`src/rtl/ni_packetizer_pkg.sv`:
```
// Shared definitions for the NI packetizer: flit_id encodings, header field
// offsets, FSM state enum and the header-word builder.
package ni_packetizer_pkg;

  localparam logic [2:0] FLIT_HEADER  = 3'b001;
  localparam logic [2:0] FLIT_PAYLOAD = 3'b010;
  localparam logic [2:0] FLIT_TAIL    = 3'b100;

  localparam int HDR_DST_LSB = 0;
  localparam int HDR_SRC_LSB = 4;
  localparam int HDR_LEN_LSB = 8;
  localparam int HDR_ID_LSB  = 16;
  localparam int HDR_WIDTH   = 24;

  typedef enum logic [1:0] {
    ST_IDLE  = 2'd0,
    ST_HDR   = 2'd1,
    ST_BODY  = 2'd2,
    ST_DRAIN = 2'd3
  } ni_state_e;

  function automatic logic [HDR_WIDTH-1:0] build_header(
    input logic [3:0] dst,
    input logic [3:0] src,
    input logic [7:0] len,
    input logic [7:0] id
  );
    logic [HDR_WIDTH-1:0] h;
    h = '0;
    h[HDR_DST_LSB +: 4] = dst;
    h[HDR_SRC_LSB +: 4] = src;
    h[HDR_LEN_LSB +: 8] = len;
    h[HDR_ID_LSB  +: 8] = id;
    return h;
  endfunction

endpackage

```
`src/rtl/ni_flit_reg.sv`:
```
// Single-entry flit output register with valid/ready hold; free_o says it can
// take a new flit this cycle (empty or draining).
module ni_flit_reg #(
  parameter int DATA_WIDTH = 32
) (
  input  logic                  clk,
  input  logic                  rst,
  input  logic                  load_i,
  input  logic [2:0]            id_i,
  input  logic [3:0]            dst_i,
  input  logic [DATA_WIDTH-1:0] data_i,
  input  logic                  ready_i,
  output logic                  free_o,
  output logic                  valid_o,
  output logic [2:0]            id_o,
  output logic [3:0]            dst_o,
  output logic [DATA_WIDTH-1:0] data_o
);

  logic                  valid_q;
  logic [2:0]            id_q;
  logic [3:0]            dst_q;
  logic [DATA_WIDTH-1:0] data_q;

  assign free_o  = ~valid_q | ready_i;
  assign valid_o = valid_q;
  assign id_o    = id_q;
  assign dst_o   = dst_q;
  assign data_o  = data_q;

  // Holding register: a load is only honoured when the slot is free, so the
  // fields never change under a stalled flit.
  always_ff @(posedge clk) begin
    if (rst) begin
      valid_q <= 1'b0;
      id_q    <= 3'b000;
      dst_q   <= 4'h0;
      data_q  <= '0;
    end else if (load_i && free_o) begin
      valid_q <= 1'b1;
      id_q    <= id_i;
      dst_q   <= dst_i;
      data_q  <= data_i;
    end else if (ready_i) begin
      valid_q <= 1'b0;
    end
  end

endmodule

```
`src/rtl/ni_packetizer.sv`:
```
// NI transmitter: turns a packet command plus body words into a
// HEADER/PAYLOAD/TAIL flit stream for the router's Local input FIFO.
module ni_packetizer
  import ni_packetizer_pkg::*;
#(
  parameter int DATA_WIDTH = 32,
  parameter int MAX_LEN    = 255
) (
  input  logic                  clk,
  input  logic                  rst,
  input  logic [3:0]            cur_addr_rst,
  input  logic                  pkt_valid,
  output logic                  pkt_ready,
  input  logic [3:0]            pkt_dst,
  input  logic [7:0]            pkt_len,
  input  logic                  data_valid,
  output logic                  data_ready,
  input  logic [DATA_WIDTH-1:0] data_in,
  output logic                  flit_valid,
  input  logic                  flit_ready,
  output logic [2:0]            flit_id,
  output logic [3:0]            dst_addr,
  output logic [DATA_WIDTH-1:0] flit_data,
  output logic                  pkt_done,
  output logic                  err_len
);

  ni_state_e state_q, state_d;
  logic [3:0] cur_addr_q;
  logic [3:0] dst_q, dst_d;
  logic [7:0] rem_q, rem_d;
  logic [7:0] pkt_id_q, pkt_id_d;
  logic       err_q, err_d;

  logic                  ld_s;
  logic [2:0]            ld_id_s;
  logic [3:0]            ld_dst_s;
  logic [DATA_WIDTH-1:0] ld_data_s;
  logic                  free_s;
  logic                  xfer_s;
  logic                  cmd_phase_s;
  logic                  len_ok_s;

  assign xfer_s   = flit_valid & flit_ready;
  assign len_ok_s = (pkt_len != 8'd0) && ({24'd0, pkt_len} <= 32'(MAX_LEN));
  assign err_len  = err_q;

  // Control registers; cur_addr is re-sampled every reset cycle.
  always_ff @(posedge clk) begin
    if (rst) begin
      state_q    <= ST_IDLE;
      cur_addr_q <= cur_addr_rst;
      dst_q      <= 4'h0;
      rem_q      <= 8'd0;
      pkt_id_q   <= 8'd0;
      err_q      <= 1'b0;
    end else begin
      state_q  <= state_d;
      dst_q    <= dst_d;
      rem_q    <= rem_d;
      pkt_id_q <= pkt_id_d;
      err_q    <= err_d;
    end
  end

  // Next-state, handshakes and output-register load selection.
  always_comb begin
    state_d     = state_q;
    dst_d       = dst_q;
    rem_d       = rem_q;
    pkt_id_d    = pkt_id_q;
    err_d       = 1'b0;
    ld_s        = 1'b0;
    ld_id_s     = FLIT_PAYLOAD;
    ld_dst_s    = dst_q;
    ld_data_s   = '0;
    data_ready  = 1'b0;
    pkt_done    = 1'b0;
    cmd_phase_s = 1'b0;

    case (state_q)
      ST_IDLE: cmd_phase_s = 1'b1;
      ST_HDR: begin
        if (xfer_s) state_d = ST_BODY;
        else        state_d = ST_HDR;
      end
      ST_BODY: begin
        data_ready = free_s & ~rst;
        if (data_valid && data_ready) begin
          ld_s      = 1'b1;
          ld_data_s = data_in;
          rem_d     = rem_q - 8'd1;
          if (rem_q == 8'd1) begin
            ld_id_s = FLIT_TAIL;
            state_d = ST_DRAIN;
          end else begin
            ld_id_s = FLIT_PAYLOAD;
          end
        end else begin
          ld_s = 1'b0;
        end
      end
      ST_DRAIN: begin
        // The TAIL leaving frees the register, so a new command may start now.
        if (xfer_s) begin
          pkt_done    = ~rst;
          pkt_id_d    = pkt_id_q + 8'd1;
          state_d     = ST_IDLE;
          cmd_phase_s = 1'b1;
        end else begin
          state_d = ST_DRAIN;
        end
      end
      default: state_d = ST_IDLE;
    endcase

    pkt_ready = cmd_phase_s & free_s & ~rst;
    if (pkt_valid && pkt_ready) begin
      if (len_ok_s) begin
        dst_d     = pkt_dst;
        rem_d     = pkt_len;
        state_d   = ST_HDR;
        ld_s      = 1'b1;
        ld_id_s   = FLIT_HEADER;
        ld_dst_s  = pkt_dst;
        ld_data_s = '0;
        ld_data_s[HDR_WIDTH-1:0] = build_header(pkt_dst, cur_addr_q, pkt_len, pkt_id_d);
      end else begin
        err_d = 1'b1;
      end
    end else begin
      err_d = 1'b0;
    end
  end

  ni_flit_reg #(
    .DATA_WIDTH(DATA_WIDTH)
  ) u_flit_reg (
    .clk     (clk),
    .rst     (rst),
    .load_i  (ld_s),
    .id_i    (ld_id_s),
    .dst_i   (ld_dst_s),
    .data_i  (ld_data_s),
    .ready_i (flit_ready),
    .free_o  (free_s),
    .valid_o (flit_valid),
    .id_o    (flit_id),
    .dst_o   (dst_addr),
    .data_o  (flit_data)
  );

endmodule

```
`config.mk`:
```
export PLATFORM = sky130hd
export DESIGN_NAME = ni_packetizer
export DESIGN_NICKNAME = d
export VERILOG_FILES = /design/src/rtl/ni_packetizer_pkg.sv /design/src/rtl/ni_flit_reg.sv /design/src/rtl/ni_packetizer.sv
export SDC_FILE = /design/constraint.sdc
export NUM_CORES = 1
export LEC_CHECK = 0
export ABC_AREA = 1
export CORE_ASPECT_RATIO = 0.8
export CORE_MARGIN = 8
export CORE_UTILIZATION = 37
export CTS_BUF_LIST = sky130_fd_sc_hd__clkbuf_8
export DETAILED_ROUTE_END_ITERATION = 6
export GPL_ROUTABILITY_DRIVEN = 0
export PLACE_DENSITY = 0.65
export SLEW_MARGIN = 25
export SYNTH_ARGS = -nofsm -noshare
export SYNTH_HDL_FRONTEND = slang
export SYNTH_SLANG_ARGS = --single-unit
```
`constraint.sdc`:
```
create_clock -name clk -period 2.1 [get_ports clk]
set_clock_uncertainty 0.2 [all_clocks]
set_input_delay 0.315 -clock clk [delete_from_list [all_inputs] [get_ports clk]]
set_output_delay 0.315 -clock clk [all_outputs]
set_load 0.1 [all_outputs]
```
==> flow_summary.ini, run 1 <==
[sta]
worstMarginPinSlew_ns = 0.4533
setup_viol = 0
hold_slack_ns = 0.1027
fin_crit_ns = 2.048
post-route-period-util = 0.9754
rsz0062_at_grt = true
relSlewSlack = 0.6978
hold_viol = 0
fmax_ghz = 0.4882
slew_violations = 0
tns_ns = 0

[job]
max_cap_viol_count = 0

[power_and_ir_drop]
power_density_nw_per_um2 = 1449
power.internal_mw = 3.274
p_leak_nw = 2.228
ir_drop_mv = 0.6229
p_sw_frac = 0.5212
p_clk_frac = 0.159
power_frac_comb = 0.579
p_seq_frac = 0.262
power_switching_mw = 3.564

[cells_and_area]
final_util = 0.5337
drive_gt1_frac = 0.1947
area_delta_synth_final_pct = 42.93
layout_commonest_cell = nand2_1
n_fill_cell = 875
most-common-layout-cells = nand2_1, nor2_1, buf_4, dfxtp_1, clkdlybuf4s50_1
antenna_cells = 0
nets = 656

[floorplan]
io_pins = 97
coreArea_um2 = 8843
rows = 31
initial_core_util = 0.3734
die_w_um = 121.6
dieArea_um2 = 12220
die_h_um = 100.5

[clocking]
cts_buffer_depth = 2
htree_levels = 3
cts_buffers = 9
clk_root_buffer_cell = clkbuf_8
tritoncts = built
clk_latency_ns = 0.35
cts_hold_buf = 0
clkSlewWorstSetupHoldPaths_ns = 0.07
cts.sinks = 67

[grt]
grt_max_degree = 40
grt_overflow_total = 0
grt_pass1_wl_um = 16310
grt.total_usage = 0.1665
grt_pass1_vias = 3458
antenna_found_initial = 0

[synthesis]
synthCells = 481
syn_area_um2 = 3302
synthAdderAreaFrac = 0.02653
ys_seq_area_frac = 0.4183
synth_area_leaders = dfxtp_1, nand2_1, nor2_1, nand3_1, inv_1
synth-xor-area-share = 0.007958
ys.warnings.count = 0
synth_top_area_frac = 0.3820
ys_ff_latch = 67
yosys.area.top_type = dfxtp_1
syn_area_per_cell_um2 = 6.865
synth_cell_types = 32
synth_compound_area_frac = 0.1031
synthMuxAreaShare = 0
synth_simple_gate_area_frac = 0.3482
synth_nets = 541
synth_top_family_by_area = simple AND/OR/NAND/NOR gates

[route]
ant_nets = 0
dr.first_iter.drc_count = 209
dr.pass1.iters = 5
vias = 3381
drc = 0
viasPerCell = 4.722
wirelength_um = 9795
avgRoutedWirePerCell_um = 13.68

[placed_design]
io_buffers = 96
dpl.hpwl_um = 7266

[hold_path]
hp-class = in -> reg

[worst_setup_path]
startpoint_type = register
cp_max_fo = 3
required_ns = 1.58
setup.worst_path.end_class = primary output
ff2ff_setup_slack_ns = 0.15
criticalPathCategory = reg -> out
crit_arrival_ns = 1.53

[status]
status = completed
==> power groups by stage <==
stage	sequential (mW)	combinational (mW)	clock, mW
after global placement	1.78	3.92	0
after global routing	1.83	4.25	1.18
final	1.79	3.96	1.09
after detailed placement	1.79	3.96	0
after floorplan	3.30	1.45	0
after CTS	1.76	3.96	1.12
==> path summary, 6_finish.rpt <==
check,startpoint,to,cells past startpoint
hold reg to reg,u_flit_reg.data_o[31],u_flit_reg.data_o[31],2
setup / recovery,state_q[1],pkt_ready,6
setup reg to reg,state_q[1],u_flit_reg.dst_o[2],11
hold / removal,rst,u_flit_reg.valid_o,4
==> what timing repair did <==
| item | in CTS | in global routing |
|---|---|---|
| resized for setup | 2 | 7 |
| setup endpoints to repair | 2 | 6 |
| pin swaps | 1 | 1 |
| endpoints found under the hold margin | 0 | 0 |
| buffers inserted | 1 | 1 |
==> state kept, by name, indices dropped and copies added, names as in the netlist <==
name	flops
u_flit_reg.data_o	32
pkt_id_q	8
rem_q	8
cur_addr_q	4
dst_q	4
u_flit_reg.dst_o	4
u_flit_reg.id_o	3
state_q	2
err_len	1
u_flit_reg.valid_o	1
==> per-stage QoR <==
stage	worst slack, ns	instance area [um2]	power, mW	std cells
floorplan	-0.2058	3348	4.750	481
global placement	-0.09714	4488	5.704	699
detailed placement	-0.1415	4488	5.745	699
CTS	0.001842	4684	6.851	715
global route	-0.01464	4720	7.254	716
finish	0.05171	4720	6.838	716
==> synth_stat cells, drive strengths merged <==
cell and n:
nand2 117, nor2 91, dfxtp 63, inv 49, nand3 45, o21ai 36
a21oi 29, buf 16, clkbuf 7, ha 7, edfxtp 4, nand4 4
nor3 4, nor4 2, xor2 2, nand3b 1, o21a 1, o21bai 1
or2 1, xnor2 1
==> cell type report <==
class / instances / area [um2] / area share
timing repair buffer: 127 / 1140 / 0.2415
clock buffer: 11 / 151.4 / 0.03208
inverter: 49 / 191.4 / 0.04056
tap: 115 / 143.9 / 0.03049
sequential: 67 / 1393 / 0.2951
multi-input combinational: 342 / 1654 / 0.3505
clock inverter: 5 / 46.29 / 0.009809
==> cells by family after synthesis <==
family | after synthesis
and+or+nand+nor | 265
buffers and inverters | 72
AOI/OAI and AO/OA | 67
DFF | 67
adders and majority gates | 7
xor gates and xnor gates | 3
==> critical path: stages, from the launching register on <==
cell	delay, ns
dfxtp_4	0.38
inv_4	0.04
ha_4	0.23
inv_2	0.06
nand3_4	0.09
nor2_4	0.18
buf_12	0.20
==> layer usage <==
layer | share of wire | global-route usage | wire length (um) | vias to the layer above
met5 | 0 | 0 | 0 | -
met4 | 0.013 | 0.05298 | 125 | 0
met3 | 0.072 | 0.05991 | 709 | 17
met2 | 0.45 | 0.2699 | 4439 | 98
met1 | 0.46 | 0.2011 | 4521 | 1519
li1 | - | - | - | 1747
No activity file was read; power rests on OpenSTA's default activity.
==> inputs of run 2 (changes only) <==
CORE_UTILIZATION = 49   (was 37)
PLACE_DENSITY = 0.82   (was 0.65)
==> flow_summary.ini, run 2 (synthesized netlist as in run 1, its figures left out) <==
[power_and_ir_drop]
p_seq_frac = 0.256
power_switching_mw = 3.650
p_sw_frac = 0.5245
power_frac_comb = 0.589
power.internal_mw = 3.310
p_clk_frac = 0.155
p_leak_nw = 2.233
power_density_nw_per_um2 = 1473
ir_drop_mv = 0.9244

[worst_setup_path]
crit_arrival_ns = 1.54
crit_slowest_cell = dfxtp_4
cp_max_fo = 3
cpPeakStageDelay_ns = 0.37
path_buf_inv = 3
criticalPathCategory = reg -> out
worstReg2RegStart = state_q[1]
crit_family = flip-flops
ff2ff_setup_slack_ns = 0.13
required_ns = 1.58
reg2reg_to = u_flit_reg.data_o[23]
cp_cell_sequence = inv_2 -> ha_4 -> inv_4 -> nand3_4 -> nor2_4 -> buf_12
path_depth = 6
rr_worst_depth = 12
setup.worst_path.end_class = primary output
startpoint_type = register

[sta]
setup_viol = 0
slew_violations = 0
fin_crit_ns = 2.056
tns_ns = 0
post-route-period-util = 0.9792
rsz0062_at_grt = true
setup_ws_ns = 0.04376
relSlewSlack = 0.7873
hold_viol = 0
worstMarginPinSlew_ns = 0.3165
fmax_ghz = 0.4863

[route]
drc = 0
vias = 3432
dr.first_iter.drc_count = 142
ant_nets = 0
wirelength_um = 9644
avgRoutedWirePerCell_um = 14.06
dr.pass1.iters = 4
viasPerCell = 5.003

[cells_and_area]
most-common-layout-cells = nand2_1, nor2_1, buf_4, dfxtp_1, clkdlybuf4s50_1
antenna_cells = 0
drive_gt1_frac = 0.1993
largest_reg_flops = 32
design_area_um2 = 4723
regArea_um2 = 1393
layout_commonest_cell = nand2_1
n_fill_cell = 520
final_cells = 686
area_delta_synth_final_pct = 43.05
nets = 657
multi_input_area_um2 = 1652

[floorplan]
die_w_um = 107.8
die_h_um = 89.42
initial_core_util = 0.5126
coreArea_um2 = 6441
rows = 26
dieArea_um2 = 9638
io_pins = 97

[grt]
grt_pass1_wl_um = 16060
grt_overflow_total = 0
grt_max_degree = 29
grt_pass1_vias = 3440
grt.total_usage = 0.2094
antenna_found_initial = 0

[placed_design]
pre_cts_ws_ns = -0.1647
dpl.cell_count = 670
placed_cell_area_um2 = 4494
dpl.hpwl_um = 7239
io_buffers = 96

[status]
status = completed

[hold_path]
hold_end = u_flit_reg.data_o[31]
hp-class = reg -> reg
min-delay-start = u_flit_reg.data_o[31]
min_path_cells = 2

[clocking]
tritoncts = built
clkSlewWorstSetupHoldPaths_ns = 0.08
htree_levels = 3
cts.sinks = 67
clk_latency_ns = 0.35
cts_buffers = 9
clk_root_buffer_cell = clkbuf_8
cts_buffer_depth = 2

[job]
max_cap_viol_count = 0
[run 2: cell types whose count changed in the layout (fill, tap and decap cells not counted), sizes merged]
cell / before / now
dlygate4sd2: 1 / 0
clkbuf: 11 / 9
clkdlybuf4s50: 50 / 51
inv: 52 / 51
clkinvlp: 0 / 2
dlymetal6s2s: 0 / 1
clkinv: 1 / 2
[run 2: timing repair]
| action | in CTS | in global routing |
|---|---|---|
| hold buffers | 0 | 0 |
| buffers inserted | 1 | 0 |
| setup endpoints to repair | 1 | 7 |
| resized for setup | 1 | 8 |
| pin swaps | 1 | 1 |
[run 2: worst max-delay path by stage]
| stage | start | endpoint | slack (ns) |
|---|---|---|---|
| 4_1_cts | state_q[1] | pkt_ready | 0.01 |
| 3_3_place_gp | flit_ready | u_flit_reg.data_o[20] | -0.09 |
| 5_1_grt | state_q[1] | pkt_ready | -0.007 |
| 3_5_place_dp | flit_ready | u_flit_reg.data_o[15] | -0.16 |
| 6_report | state_q[1] | pkt_ready | 0.04 |
| 2_1_floorplan | u_flit_reg.valid_o | u_flit_reg.data_o[30] | -0.21 |
[run 2: metal layers]
layer / track usage / up-vias / wire length (um)
met5: 0 / - / 0
li1: - / 1756 / -
met1: 0.2460 / 1558 / 4346
met4: 0.07412 / 0 / 111
met2: 0.3472 / 103 / 4570
met3: 0.07421 / 15 / 615
[run 2: worst min-delay path, cell delays in order (launching register included)]
cell and delay (ns):
dfxtp_1 0.31, nand2_1 0.06, a21oi_1 0.05
[run 2: cell type report]
cell class / instances / area share
Clock buffer: 9 / 0.02623
Clock inverter: 7 / 0.01616
Inverter: 49 / 0.04000
Multi-Input combinational cell: 342 / 0.3497
Sequential cell: 67 / 0.2948
Tap cell: 84 / 0.02225
Timing Repair Buffer: 128 / 0.2509
[run 2: power by group through the flow]
stage	clock, mW	sequential, mW	combinational, mW
after global placement	0	1.78	3.98
after detailed placement	0	1.79	4.05
after floorplan	0	3.30	1.45
final	1.08	1.78	4.10
after CTS	1.10	1.76	4.06
after global routing	1.17	1.82	4.36
[run 2: per-stage QoR]
stage	total power [mW]	hold slack [ns]	util
floorplan	4.750	0.2139	-
global placement	5.759	0.2499	0.6977
detailed placement	5.843	0.2583	0.6977
CTS	6.921	0.2708	0.7288
global route	7.347	0.2838	0.7333
finish	6.960	0.2665	0.7333
